===== src/rtl/tug_pkg.sv =====
`default_nettype none
// +----------------------------------------------------------------------+
// | tug_pkg : shared round-state encoding for the tug-of-war playfield   |
// | Rev 1.0                                                              |
// +----------------------------------------------------------------------+
package tug_pkg;

    typedef enum logic [1:0] {
        PLAY    = 2'd0,
        HOLD    = 2'd1,
        RESTART = 2'd2,
        DONE    = 2'd3
    } round_state_t;

endpackage
`default_nettype wire


===== src/rtl/tug_round_ctrl_press_pulse.sv =====
`default_nettype none
// +----------------------------------------------------------------------+
// | press_pulse : one-cycle rising-edge detect on a synchronised button  |
// | Rev 1.0                                                              |
// +----------------------------------------------------------------------+
module press_pulse (
    input  logic clk,
    input  logic reset,
    input  logic key,
    output logic press
);

    logic key_q;

    always_ff @(posedge clk or posedge reset) begin
        if (reset) begin
            key_q <= 1'b0;
        end else begin
            key_q <= key;
        end
    end

    assign press = key & ~key_q;

endmodule
`default_nettype wire


===== src/rtl/tug_round_ctrl.sv =====
`default_nettype none
// +----------------------------------------------------------------------+
// | tug_round_ctrl : round/match sequencer for the tug-of-war playfield  |
// | Rev 1.0                                                              |
// +----------------------------------------------------------------------+
module tug_round_ctrl
    import tug_pkg::*;
#(
    parameter int SCORE_W     = 3,
    parameter int WIN_SCORE   = 7,
    parameter int HOLD_CYCLES = 4
) (
    input  logic               clk,
    input  logic               reset,
    input  logic               key_l,
    input  logic               key_r,
    input  logic               edge_l_on,
    input  logic               edge_r_on,
    output logic               L,
    output logic               R,
    output logic               resetRound,
    output logic [SCORE_W-1:0] score_l,
    output logic [SCORE_W-1:0] score_r,
    output logic               game_over,
    output logic               winner_r
);

    localparam int                 CNT_W     = (HOLD_CYCLES > 1) ? $clog2(HOLD_CYCLES) : 1;
    localparam logic [CNT_W-1:0]   HOLD_LOAD = CNT_W'(HOLD_CYCLES - 1);
    localparam logic [SCORE_W-1:0] WIN_VAL   = SCORE_W'(WIN_SCORE);

    round_state_t       state, state_nxt;
    logic [CNT_W-1:0]   hold_cnt, hold_cnt_nxt;
    logic [SCORE_W-1:0] score_l_nxt, score_r_nxt;
    logic               winner_r_nxt, l_nxt, r_nxt;
    logic               press_l, press_r, point_l, point_r;

    press_pulse u_press_l (.clk(clk), .reset(reset), .key(key_l), .press(press_l));
    press_pulse u_press_r (.clk(clk), .reset(reset), .key(key_r), .press(press_r));

    // Simultaneous presses cancel out: only a lone push off the edge scores.
    assign point_l = press_l & ~press_r & edge_l_on;
    assign point_r = press_r & ~press_l & edge_r_on;

    always_ff @(posedge clk or posedge reset) begin
        if (reset) begin
            state    <= PLAY;
            hold_cnt <= '0;
            score_l  <= '0;
            score_r  <= '0;
            winner_r <= 1'b0;
            L        <= 1'b0;
            R        <= 1'b0;
        end else begin
            state    <= state_nxt;
            hold_cnt <= hold_cnt_nxt;
            score_l  <= score_l_nxt;
            score_r  <= score_r_nxt;
            winner_r <= winner_r_nxt;
            L        <= l_nxt;
            R        <= r_nxt;
        end
    end

    always_comb begin
        state_nxt    = state;
        hold_cnt_nxt = hold_cnt;
        score_l_nxt  = score_l;
        score_r_nxt  = score_r;
        winner_r_nxt = winner_r;
        l_nxt        = 1'b0;
        r_nxt        = 1'b0;
        case (state)
            PLAY: begin
                if (point_l || point_r) begin
                    hold_cnt_nxt = HOLD_LOAD;
                    if (point_l) begin
                        score_l_nxt = score_l + 1'b1;
                    end else begin
                        score_r_nxt = score_r + 1'b1;
                    end
                    // Reaching the winning score ends the match, so scores never wrap.
                    if ((point_l && score_l_nxt == WIN_VAL) ||
                        (point_r && score_r_nxt == WIN_VAL)) begin
                        state_nxt    = DONE;
                        winner_r_nxt = point_r;
                    end else begin
                        state_nxt = HOLD;
                    end
                end else begin
                    l_nxt = press_l;
                    r_nxt = press_r;
                end
            end
            HOLD: begin
                if (hold_cnt == '0) begin
                    state_nxt = RESTART;
                end else begin
                    hold_cnt_nxt = hold_cnt - 1'b1;
                end
            end
            RESTART: state_nxt = PLAY;
            DONE:    state_nxt = DONE;
            default: state_nxt = PLAY;
        endcase
    end

    assign resetRound = (state == RESTART);
    assign game_over  = (state == DONE);

endmodule
`default_nettype wire


===== config.mk =====
export PLATFORM = sky130hd
export DESIGN_NAME = tug_round_ctrl
export DESIGN_NICKNAME = d
export VERILOG_FILES = /design/src/rtl/tug_pkg.sv /design/src/rtl/tug_round_ctrl_press_pulse.sv /design/src/rtl/tug_round_ctrl.sv
export SDC_FILE = /design/constraint.sdc
export NUM_CORES = 1
export LEC_CHECK = 0
export BUFFER_PORTS_ARGS = -buffer_cell sky130_fd_sc_hd__clkbuf_2
export CORE_ASPECT_RATIO = 1.5
export CORE_MARGIN = 2
export CORE_UTILIZATION = 35
export CTS_BUF_LIST = sky130_fd_sc_hd__clkbuf_16
export DETAILED_ROUTE_END_ITERATION = 12
export PLACE_DENSITY_LB_ADDON = 0.3
export SYNTH_ARGS = -nofsm -noshare
export SYNTH_HDL_FRONTEND = slang
export SYNTH_SLANG_ARGS = --single-unit

===== constraint.sdc =====
create_clock -name clk -period 2.4 [get_ports clk]
set_input_delay 0.48 -clock clk [delete_from_list [all_inputs] [get_ports clk]]
set_output_delay 0.48 -clock clk [all_outputs]
set_load 0.03 [all_outputs]

After elaboration in Yosys (flattened, before gate mapping). Index checks and enable logic that the tools add are counted.

Output and inout port bits: 11. Bits in registers: 15. Input bits: 6. Word-level logic and storage cells: 58.

Add/sub/neg operators: 3. Reduce and logical (&&, ||, !) cells: 11. Equality and inequality tests: 8. Bitwise operators: 10. Mux-type cells: 17.

Operators with widths (count): two-way mux 3 bit (6); two-way mux 2 bit (5); case mux 2 bit (4 select lines) (1); adder 3 x 1 -> 3 bit (second input constant) (2); bitwise AND 1 bit (6); == test 3 bit (second input constant) (2); inequality test 2 bit (second input constant) (3); AND reduction 3 bit (2); == test 2 bit (second input constant) (2); zero test 2 bit (2); two-way mux 1 bit (4); inverter 1 bit (4); case mux 2 bit (2 select lines) (1); AND reduction 2 bit (2); == test 2 x 1 -> 1 bit (second input constant) (1); logical AND 1 bit (2); logical OR 1 bit (2); nonzero test 2 bit (1); subtractor 2 x 1 -> 2 bit (second input constant) (1).

Depth between registers and ports, before layout. Gate-level depths: netlist of run 1.

Depth in word-level cells: 14. Depth in mapped cells: 7. Gate-level depth less buffers: 7.

By module. Synthesis of run 1 repeated with hierarchy kept, for this count alone.

Cells, all modules: 74. Area total of the unflattened synthesis: 807.0 um2.

Modules (own cells, without submodules): tug_round_ctrl (instances 1, cells each 68, area each 721.9 um2); press_pulse (instances 2, cells each 3, area each 42.5 um2).

Least setup slack after synthesis of run 1. Ideal clock, no wire load.

Path kind: register -> register. Start: register score_l[0]. End: register winner_r. Buffers on the path: 0. Clock period less this slack: 1916 ps. Required time: 2272 ps. Data arrival time: 1789 ps. Cell stages (with the launch flop): 7. Setup slack: 484 ps. Setup time: 128 ps. Path through: dfrtp_1 > ha_1 > xnor2_1 > nor3b_2 > a2bb2oi_1 > a311oi_2 > mux2_1.

Cells in the longest elaborated chain, start to end: 8.

RTL lines: start: declaration (line tug_round_ctrl.sv:22) `output logic [SCORE_W-1:0] score_l,`; start signal: assignment (line tug_round_ctrl.sv:57) `score_l <= score_l_nxt;`; adder 3 x 1 -> 3 bit (line tug_round_ctrl.sv:78) `score_l_nxt = score_l + 1'b1;`; two-way mux 3 bit (*) (line tug_round_ctrl.sv:77) `if (point_l) begin`; two-way mux 3 bit (*) (line tug_round_ctrl.sv:75) `if (point_l || point_r) begin`; two-way mux 3 bit (*) (line tug_round_ctrl.sv:73) `case (state)`; == test 3 bit (*) (line tug_round_ctrl.sv:83) `if ((point_l && score_l_nxt == WIN_VAL) ||`; logical AND 1 bit (*) (line tug_round_ctrl.sv:83); logical OR 1 bit (*) (line tug_round_ctrl.sv:83); AND reduction 3 bit (no line) (*); end signal: assignment (line tug_round_ctrl.sv:59) `winner_r <= winner_r_nxt;`; end: declaration (line tug_round_ctrl.sv:25) `output logic winner_r`.

Every way passes the cells marked *; elsewhere a longest branch is shown, timed or not. The select of a mux whose other input is x is not followed. A chain may end at the register's enable or synchronous reset.

Worst setup path after layout of run 1. Ends and elaborated chain as after synthesis.

==> reports/results.ini, run 1 <==
[route]
viasPerCell = 5.154
drtPass1Iterations = 2
detail_route.wirelength_um = 1525
drt_iter0_drc = 7
ant_nets = 0
wl_per_cell_um = 12.40
via_count = 634
drcViolationCount = 0

[setup_path]
cp.required_ps = 2530
end_kind = register
reg2reg_to = winner_r
crit_type = reg2reg
worst-endpoint-arrival_ps = 2010
rr_startpoint = score_l[0]
path_max_fanout = 4
cp-start-kind = register
reg2reg_depth = 6
r2r_slack_ps = 520

[clocking]
clockBufferDepth = 2
cts_resized = 0
cts_setup_buffers = 0
cts_made_buffers = 3
cts.sinks = 15
h-tree-depth = 1
cts.clk_slew.worst_paths_ps = 50
clk_latency_ps = 240
cts_root_buf = clkbuf_16
cts_hold_buf = 0
cts_tree = done

[pwr]
power_frac_comb_pct = 4.2
switching_share_pct = 19.24
switching_power_mw = 0.1157
p_clk_share_pct = 52.8
power_density_mw_per_mm2 = 597.9
peakVddDrop_uv = 435.5
pwr-share-seq_pct = 43.0
leakage_nw = 0.5010
internal-power_mw = 0.4857

[floorplanning]
rows = 21
dieArea_mm2 = 0.002772
die_h_um = 63.49
coreArea_mm2 = 0.002233
die_w_um = 43.66
ioPinCount = 17
initial_core_util_pct = 36.97

[global_route]
grt_first_pass_wirelength_um = 2815
grt_max_degree = 16
antenna_found_initial = 0
track_usage_pct = 13.50
first_global_vias = 676
grt-ovfl-total = 0

[timing]
finalCritPeriodShare_pct = 78.48
setup_viol = 0
worst_clock_skew_ps = 0.8763
min_period_ps = 1883
max_slew_margin_pct = 61.78
setup_tns_ps = 0
rsz0062_at_grt = false
hold_violations = 0
finalMaxSlewViolations = 0
worstMarginPinSlew_ps = 572.7
timing.fmax_ghz = 0.5309

[yosys]
synth.distinct_cells = 25
ys_seq_elements = 15
syn-num-nets = 94
syn_avg_cell_area_um2 = 10.19
synth_warnings = 0
yosysSeqAreaShare_pct = 45.45
netlist_area_um2 = 825.8
syn_inst = 81

[placement]
finalWeightedCongestion = 0.7247
hpwl_um = 1203
dp.cells = 119
io_buffers = 16

[flow_run]
maxCapViolations = 0

[worst_hold_path]
hold_class = in2async

[layout]
n_antenna_cell = 0
syn_to_final_growth_pct = 21.82
fin_cells = 123
fin_util_pct = 45.04
layout-drive-gt1-share_pct = 23.00
nFillCells = 210
final_nets = 114

[status]
outcome = complete, no violations

-- per-layer routing --
layer | routed length, µm | track usage, %
met3 | 74 | 4.011
met1 | 613 | 14.29
met4 | 36 | 6.818
met2 | 801 | 23.16
met5 | 0 | 0
-- Yosys cell counts, drive strengths merged --
cell type | n | area (µm²)
a211oi | 1 | 7.510
nand2 | 5 | 18.77
nor2 | 6 | 22.52
buf | 1 | 7.510
inv | 7 | 26.28
dfrtp | 15 | 375.4
nor3 | 1 | 5.000
mux2 | 3 | 33.78
and3 | 2 | 12.51
mux2i | 1 | 10.01
a22oi | 1 | 7.510
nor2b | 4 | 27.53
ha | 7 | 87.58
a2bb2oi | 1 | 8.760
nand3 | 8 | 40.04
o21ai | 3 | 15.01
a21oi | 4 | 20.02
o22a | 1 | 8.760
a311oi | 1 | 15.01
xnor2 | 5 | 43.79
nor3b | 1 | 12.51
o211ai | 1 | 7.510
nand2b | 2 | 12.51
-- kinds of logic after synthesis --
group           count (synthesis)  share of synthesized area (%)
mux                             4                          5.303
simple gates                   29                          18.33
fa+ha+maj                       7                          10.61
xor+xnor                        5                          5.303
flops                          15                          45.45
buf+inv                         8                          4.092
compound gates                 13                          10.91
-- worst max-delay path: stages, from the launching register on --
cell and delay (ps):
dfrtp_1 420, ha_1 250, xnor2_1 140, nor3b_2 190, a2bb2oi_1 100, a311oi_2 310, mux2_1 340
-- state kept, by name, indices dropped and copies added (netlist names) --
| register | cells |
|---|---|
| score_l | 3 |
| hold_cnt | 2 |
| winner_r | 1 |
| L | 1 |
| u_press_r.key_q | 1 |
| R | 1 |
| score_r | 3 |
| state | 2 |
| u_press_l.key_q | 1 |
-- power groups by stage --
stage                     Sequential [mW]  Clock, mW  Combinational [mW]
after floorplan                     0.265          0              0.0145
after global placement              0.263          0              0.0254
after detailed placement            0.263          0              0.0261
after CTS                           0.259      0.322              0.0261
after global routing                0.259      0.335              0.0289
final                               0.259      0.317              0.0252
-- cells in the final DEF (no fill, tap or decap), types with 2 or more instances in the layout --
cell type / netlist / final
clkbuf_2: 0 / 16
dfrtp_1: 15 / 15
nand3_1: 8 / 8
inv_1: 7 / 8
ha_1: 7 / 7
nor2_1: 6 / 6
nand2_1: 5 / 5
xnor2_1: 5 / 5
a21oi_1: 4 / 4
nor2b_1: 3 / 3
o21ai_0: 3 / 3
clkbuf_16: 0 / 3
nand2b_1: 2 / 2
and3_1: 2 / 2
mux2_1: 2 / 2
-- stage by stage --
stage / cell area [µm²] / hold slack (ps) / setup WS, ps / power, mW
final: 1006 / 270.1 / 516.6 / 0.6015
after global routing: 1006 / 337.8 / 375.0 / 0.6229
after CTS: 1006 / 304.2 / 516.3 / 0.6072
after detailed placement: 927.1 / 481.3 / 508.6 / 0.2887
after global placement: 927.1 / 487.8 / 533.7 / 0.2879
after floorplan: 825.8 / 381.5 / 483.8 / 0.2792
-- worst max path at each step --
| stage | start | to | slack (ps) | cells after the start |
|---|---|---|---|---|
| after floorplan | score_l[0] | winner_r | 480 | 6 |
| after global placement | key_l | winner_r | 530 | 6 |
| after detailed placement | key_l | winner_r | 510 | 6 |
| after CTS | score_l[0] | winner_r | 520 | 6 |
| after global routing | score_l[0] | winner_r | 380 | 6 |
| final | score_l[0] | winner_r | 520 | 6 |
-- layout make-up --
type | instances | area, µm² | area share [%]
clock inverter | 1 | 3.754 | 0.3731
clock buffer | 3 | 75.07 | 7.463
inverter | 7 | 26.28 | 2.612
sequential | 15 | 375.4 | 37.31
tap | 23 | 28.78 | 2.861
timing repair buffer | 16 | 80.08 | 7.960
multi-input combinational | 58 | 416.7 | 41.42
Note: power is estimated with default switching activity, not from simulation.
==> inputs of run 2 (changes only) <==
--- a/config.mk
+++ b/config.mk
@@ -5,6 +5,7 @@
 export SDC_FILE = /design/constraint.sdc
 export NUM_CORES = 1
 export LEC_CHECK = 0
+export ABC_AREA = 1
 export BUFFER_PORTS_ARGS = -buffer_cell sky130_fd_sc_hd__clkbuf_2
 export CORE_ASPECT_RATIO = 1.5
 export CORE_MARGIN = 2
==> constraint.sdc (replaced) <==
create_clock -name clk -period 1.92 [get_ports clk]
set_input_delay 0.384 -clock clk [delete_from_list [all_inputs] [get_ports clk]]
set_output_delay 0.384 -clock clk [all_outputs]
set_load 0.03 [all_outputs]
==> reports/results.ini, run 2 <==
[status]
outcome = complete, no violations

[pwr]
power_density_mw_per_mm2 = 1696
peakVddDrop_uv = 696.7
leakage_nw = 0.5688

[clocking]
cts_root_buf = clkbuf_16
clockBufferDepth = 2
cts_setup_buffers = 0
h-tree-depth = 1
cts.sinks = 15
cts_tree = done
cts.clk_slew.worst_paths_ps = 50
cts_resized = 0
cts_made_buffers = 3
cts_hold_buf = 0
clk_latency_ps = 250

[yosys]
netlist_area_um2 = 849.6
synth.area.top_cells = dfrtp_1 (44%), ha_1 (10%), nand2_1 (8.8%)
syn-num-nets = 114
synth_warnings = 0
yosysMostFrequentCell = nand2_1
synth.distinct_cells = 20
synth_common_cells = nand2_1 (20), inv_1 (17), dfrtp_1 (15)
yosysTopAreaCellShare_pct = 44.18
yosysSeqAreaShare_pct = 44.18
ys.flop_type = dfrtp_1
ys_seq_elements = 15
async_reset_ff_share_pct = 100.0
syn_avg_cell_area_um2 = 8.412
syn_inst = 101
synth_top_area_cell = dfrtp_1
synth_edf_count = 0

[flow_run]
maxCapViolations = 0

[timing]
setup_tns_ps = 0
finalMaxSlewViolations = 0
rsz0062_at_grt = false
setup_viol = 0
max_slew_margin_pct = 60.45
worst_clock_skew_ps = 2.679
worstMarginPinSlew_ps = 592.6
min_period_ps = 1473
finalCritPeriodShare_pct = 76.70
timing.fmax_ghz = 0.6791
fin_ws_ps = 447.4
hold_violations = 0

[placement]
io_buffers = 16
finalWeightedCongestion = 0.7692
hpwl_um = 1231
place_ws_ps = 495.4

[global_route]
grt_first_pass_wirelength_um = 2711
track_usage_pct = 13.00
grt_max_degree = 16
first_global_vias = 663
grt-ovfl-total = 0
antenna_found_initial = 0

[route]
detail_route.wirelength_um = 1531
ant_nets = 0
drt_iter0_drc = 14
drcViolationCount = 0
drtPass1Iterations = 4
wl_per_cell_um = 10.63
viasPerCell = 4.861
via_count = 700

[floorplanning]
die_w_um = 44.23
initial_core_util_pct = 37.60
coreArea_mm2 = 0.002260
ioPinCount = 17
die_h_um = 64.34
rows = 21
dieArea_mm2 = 0.002845

[setup_path]
worst-endpoint-arrival_ps = 1090
cp.required_ps = 1540
path_max_fanout = 4
crit_type = reg2out
slowest_stage = dfrtp_1
cp-start-kind = register
slowest_delay_ps = 400
path_cells = inv_1, ha_1, clkbuf_2
cp_top_family = flip-flops
end_kind = primary output
crit_buf_inv = 2

[layout]
n_antenna_cell = 0
syn_to_final_growth_pct = 22.09
reg_top3 = score_l: 3 flops, score_r: 3 flops
layout-drive-gt1-share_pct = 27.27
layout_commonest_cell = nand2_1
layout_common_cells = nand2_1 (20), inv_1 (18), clkbuf_2 (16)
final_nets = 135

[worst_hold_path]
hold_class = in2async

-- run 2: cell count changes after synthesis, moves of 3 or more --
| cell | delta |
|---|---|
| a21oi_1 | -3 |
| nand2_2 | +6 |
| nor2b_1 | -3 |
| o21ai_1 | +5 |
| inv_1 | +10 |
| nand2_1 | +15 |
| nand3_1 | -5 |
-- run 2: path summary, 6_finish.rpt --
kind                              from              end  slack [ps]  cells after the start
min in group clk                 key_r  u_press_r.key_q         290                      1
max                           state[0]       resetRound         450                      3
max in group asynchronous        reset       score_r[0]        1350                      2
min reg2reg                hold_cnt[0]      hold_cnt[0]         470                      1
min                              reset       score_l[2]         180                      2
max reg2reg                   state[0]       score_l[2]         490                      7
-- run 2: through the flow --
stage	power [mW]	instance area (µm²)	cells	util (%)	hold WS, ps
3_5_place_dp	1.368	958.4	140	42.41	465.7
4_1_cts	1.779	1037	144	45.90	209.5
5_1_grt	1.910	1037	144	45.90	236.7
6_report	1.759	1037	144	45.90	180.3
3_3_place_gp	1.346	958.4	140	42.41	460.3
2_1_floorplan	1.174	849.6	101	-	285.5
-- run 2: kinds of logic after synthesis --
group	Yosys count	synth area share, %
flops	15	44.18
buf+inv	19	8.395
simple gates	44	25.18
xor+xnor	4	4.124
fa+ha+maj	7	10.31
compound gates	12	7.805
-- run 2: power by group --
group	internal (mW)	switching, mW	total (mW)
Clock	0.276	0.127	0.403
Sequential	0.433	0.105	0.538
Combinational	0.284	0.534	0.818
Total	0.993	0.766	1.76
-- run 2: layout make-up --
cell class / count / area (µm²)
Multi-Input combinational cell: 67 / 402.9
Clock buffer: 3 / 75.07
Sequential cell: 15 / 375.4
Tap cell: 23 / 28.78
Inverter: 19 / 71.32
Clock inverter: 1 / 3.754
Timing Repair Buffer: 16 / 80.08
Fill cell: 229 / 1222
-- run 2: routing by layer --
| layer | track usage [%] | wire length [µm] | vias to the layer above |
|---|---|---|---|
| li1 | - | - | 354 |
| met1 | 13.88 | 618 | 327 |
| met2 | 22.06 | 810 | 14 |
| met3 | 2.542 | 59 | 5 |
| met4 | 8.712 | 43 | 0 |
| met5 | 0 | 0 | - |
==> inputs of run 3 (changes only) <==
==> constraint.sdc (replaced) <==
create_clock -name clk -period 1.5 [get_ports clk]
set_input_delay 0.3 -clock clk [delete_from_list [all_inputs] [get_ports clk]]
set_output_delay 0.3 -clock clk [all_outputs]
set_load 0.03 [all_outputs]
==> reports/results.ini, run 3 (same netlist as run 2, synthesis figures left out) <==
[global_route]
track_usage_pct = 14.13
grt_first_pass_wirelength_um = 2918
antenna_found_initial = 0
first_global_vias = 688
grt_max_degree = 16
grt-ovfl-total = 0

[floorplanning]
rows = 21
die_w_um = 44.23
die_h_um = 64.34
dieArea_mm2 = 0.002845
coreArea_mm2 = 0.002260
initial_core_util_pct = 37.60
ioPinCount = 17

[layout]
syn_to_final_growth_pct = 25.77
reg_top3 = score_l: 3 flops, score_r: 3 flops
n_antenna_cell = 0
layout-drive-gt1-share_pct = 29.84
fin_cells = 147
fin_util_pct = 47.29
layout_commonest_cell = nand2_1
final_nets = 138
nFillCells = 222
layout_common_cells = nand2_1 (20), inv_1 (18), clkbuf_2 (16)

[setup_path]
worst-endpoint-arrival_ps = 1090
path_cells = inv_1, ha_1, clkbuf_2
slowest_stage = dfrtp_1
reg2reg_depth = 10
r2r_slack_ps = 150
end_kind = primary output
cp-start-kind = register
cp.required_ps = 1200
slowest_delay_ps = 410
rr_startpoint = score_r[0]
path_max_fanout = 4
crit_type = reg2out
reg2reg_to = winner_r

[timing]
worstMarginPinSlew_ps = 598.4
max_slew_margin_pct = 60.07
timing.fmax_ghz = 0.7209
setup_viol = 0
worst_clock_skew_ps = 1.983
finalCritPeriodShare_pct = 92.48
setup_tns_ps = 0
finalMaxSlewViolations = 0
rsz0062_at_grt = false
fin_ws_ps = 112.8
min_period_ps = 1387
hold_violations = 0

[clocking]
cts_made_buffers = 3
cts_tree = done
clk_latency_ps = 240
cts_root_buf = clkbuf_16
cts_hold_buf = 0
clockBufferDepth = 2
cts.sinks = 15
cts.clk_slew.worst_paths_ps = 50
h-tree-depth = 1

[worst_hold_path]
hold_class = in2async

[placement]
dp.cells = 141
io_buffers = 16
finalWeightedCongestion = 0.7613
hpwl_um = 1273
place_ws_ps = 98.51

[route]
drt_iter0_drc = 13
detail_route.wirelength_um = 1683
drcViolationCount = 0
ant_nets = 0
drtPass1Iterations = 4
wl_per_cell_um = 11.45
via_count = 723
viasPerCell = 4.918

[pwr]
peakVddDrop_uv = 1298
leakage_nw = 0.5851
power_mw = 2.326
power_density_mw_per_mm2 = 2177

[status]
outcome = complete, no violations

[flow_run]
maxCapViolations = 0

[run 3: final cells by class]
type | instances | area (µm²) | share of cell area (%)
Clock buffer | 3 | 75.07 | 7.026
Clock inverter | 1 | 3.754 | 0.3513
Inverter | 19 | 71.32 | 6.675
Multi-Input combinational cell | 67 | 411.6 | 38.52
Sequential cell | 15 | 375.4 | 35.13
Tap cell | 23 | 28.78 | 2.693
Timing Repair Buffer | 19 | 102.6 | 9.602
[run 3: what timing repair did]
item,CTS,global route
resized for setup,0,2
buffers inserted,0,2
endpoints found under the setup margin,0,2
[run 3: power breakdown]
group	switching, mW	internal (mW)
Combinational	0.712	0.414
Clock	0.159	0.353
Sequential	0.133	0.554
Total	1.01	1.32
[run 3: how the worst max path moves through the flow]
stage	slack, ps	to	startpoint
global route	6	state[1]	u_press_l.key_q
CTS	70	winner_r	score_l[0]
detailed placement	100	winner_r	score_l[0]
global placement	120	winner_r	score_l[0]
finish	110	resetRound	state[0]
floorplan	40	winner_r	score_l[0]
[run 3: worst max-delay path: cells and delay by family, from the launching register on]
kind	cells	cell delay (ps)
adders and majority gates	1	140
buffers and inverters	2	290
DFF	1	410
[run 3: routing by layer]
layer	vias to the layer above	global-route usage [%]	part of all wire, %
met4	0	10.23	2.6
met1	351	14.41	38
li1	357	-	-
met3	4	3.955	3.6
met2	11	23.53	56
met5	-	0	0
[run 3: through the flow]
step           hold slack, ps  instance area [µm²]
6_report                95.54                 1069
3_3_place_gp            372.3                965.9
3_5_place_dp            372.9                965.9
2_1_floorplan           201.5                849.6
5_1_grt                 156.6                 1069
4_1_cts                 114.3                 1045
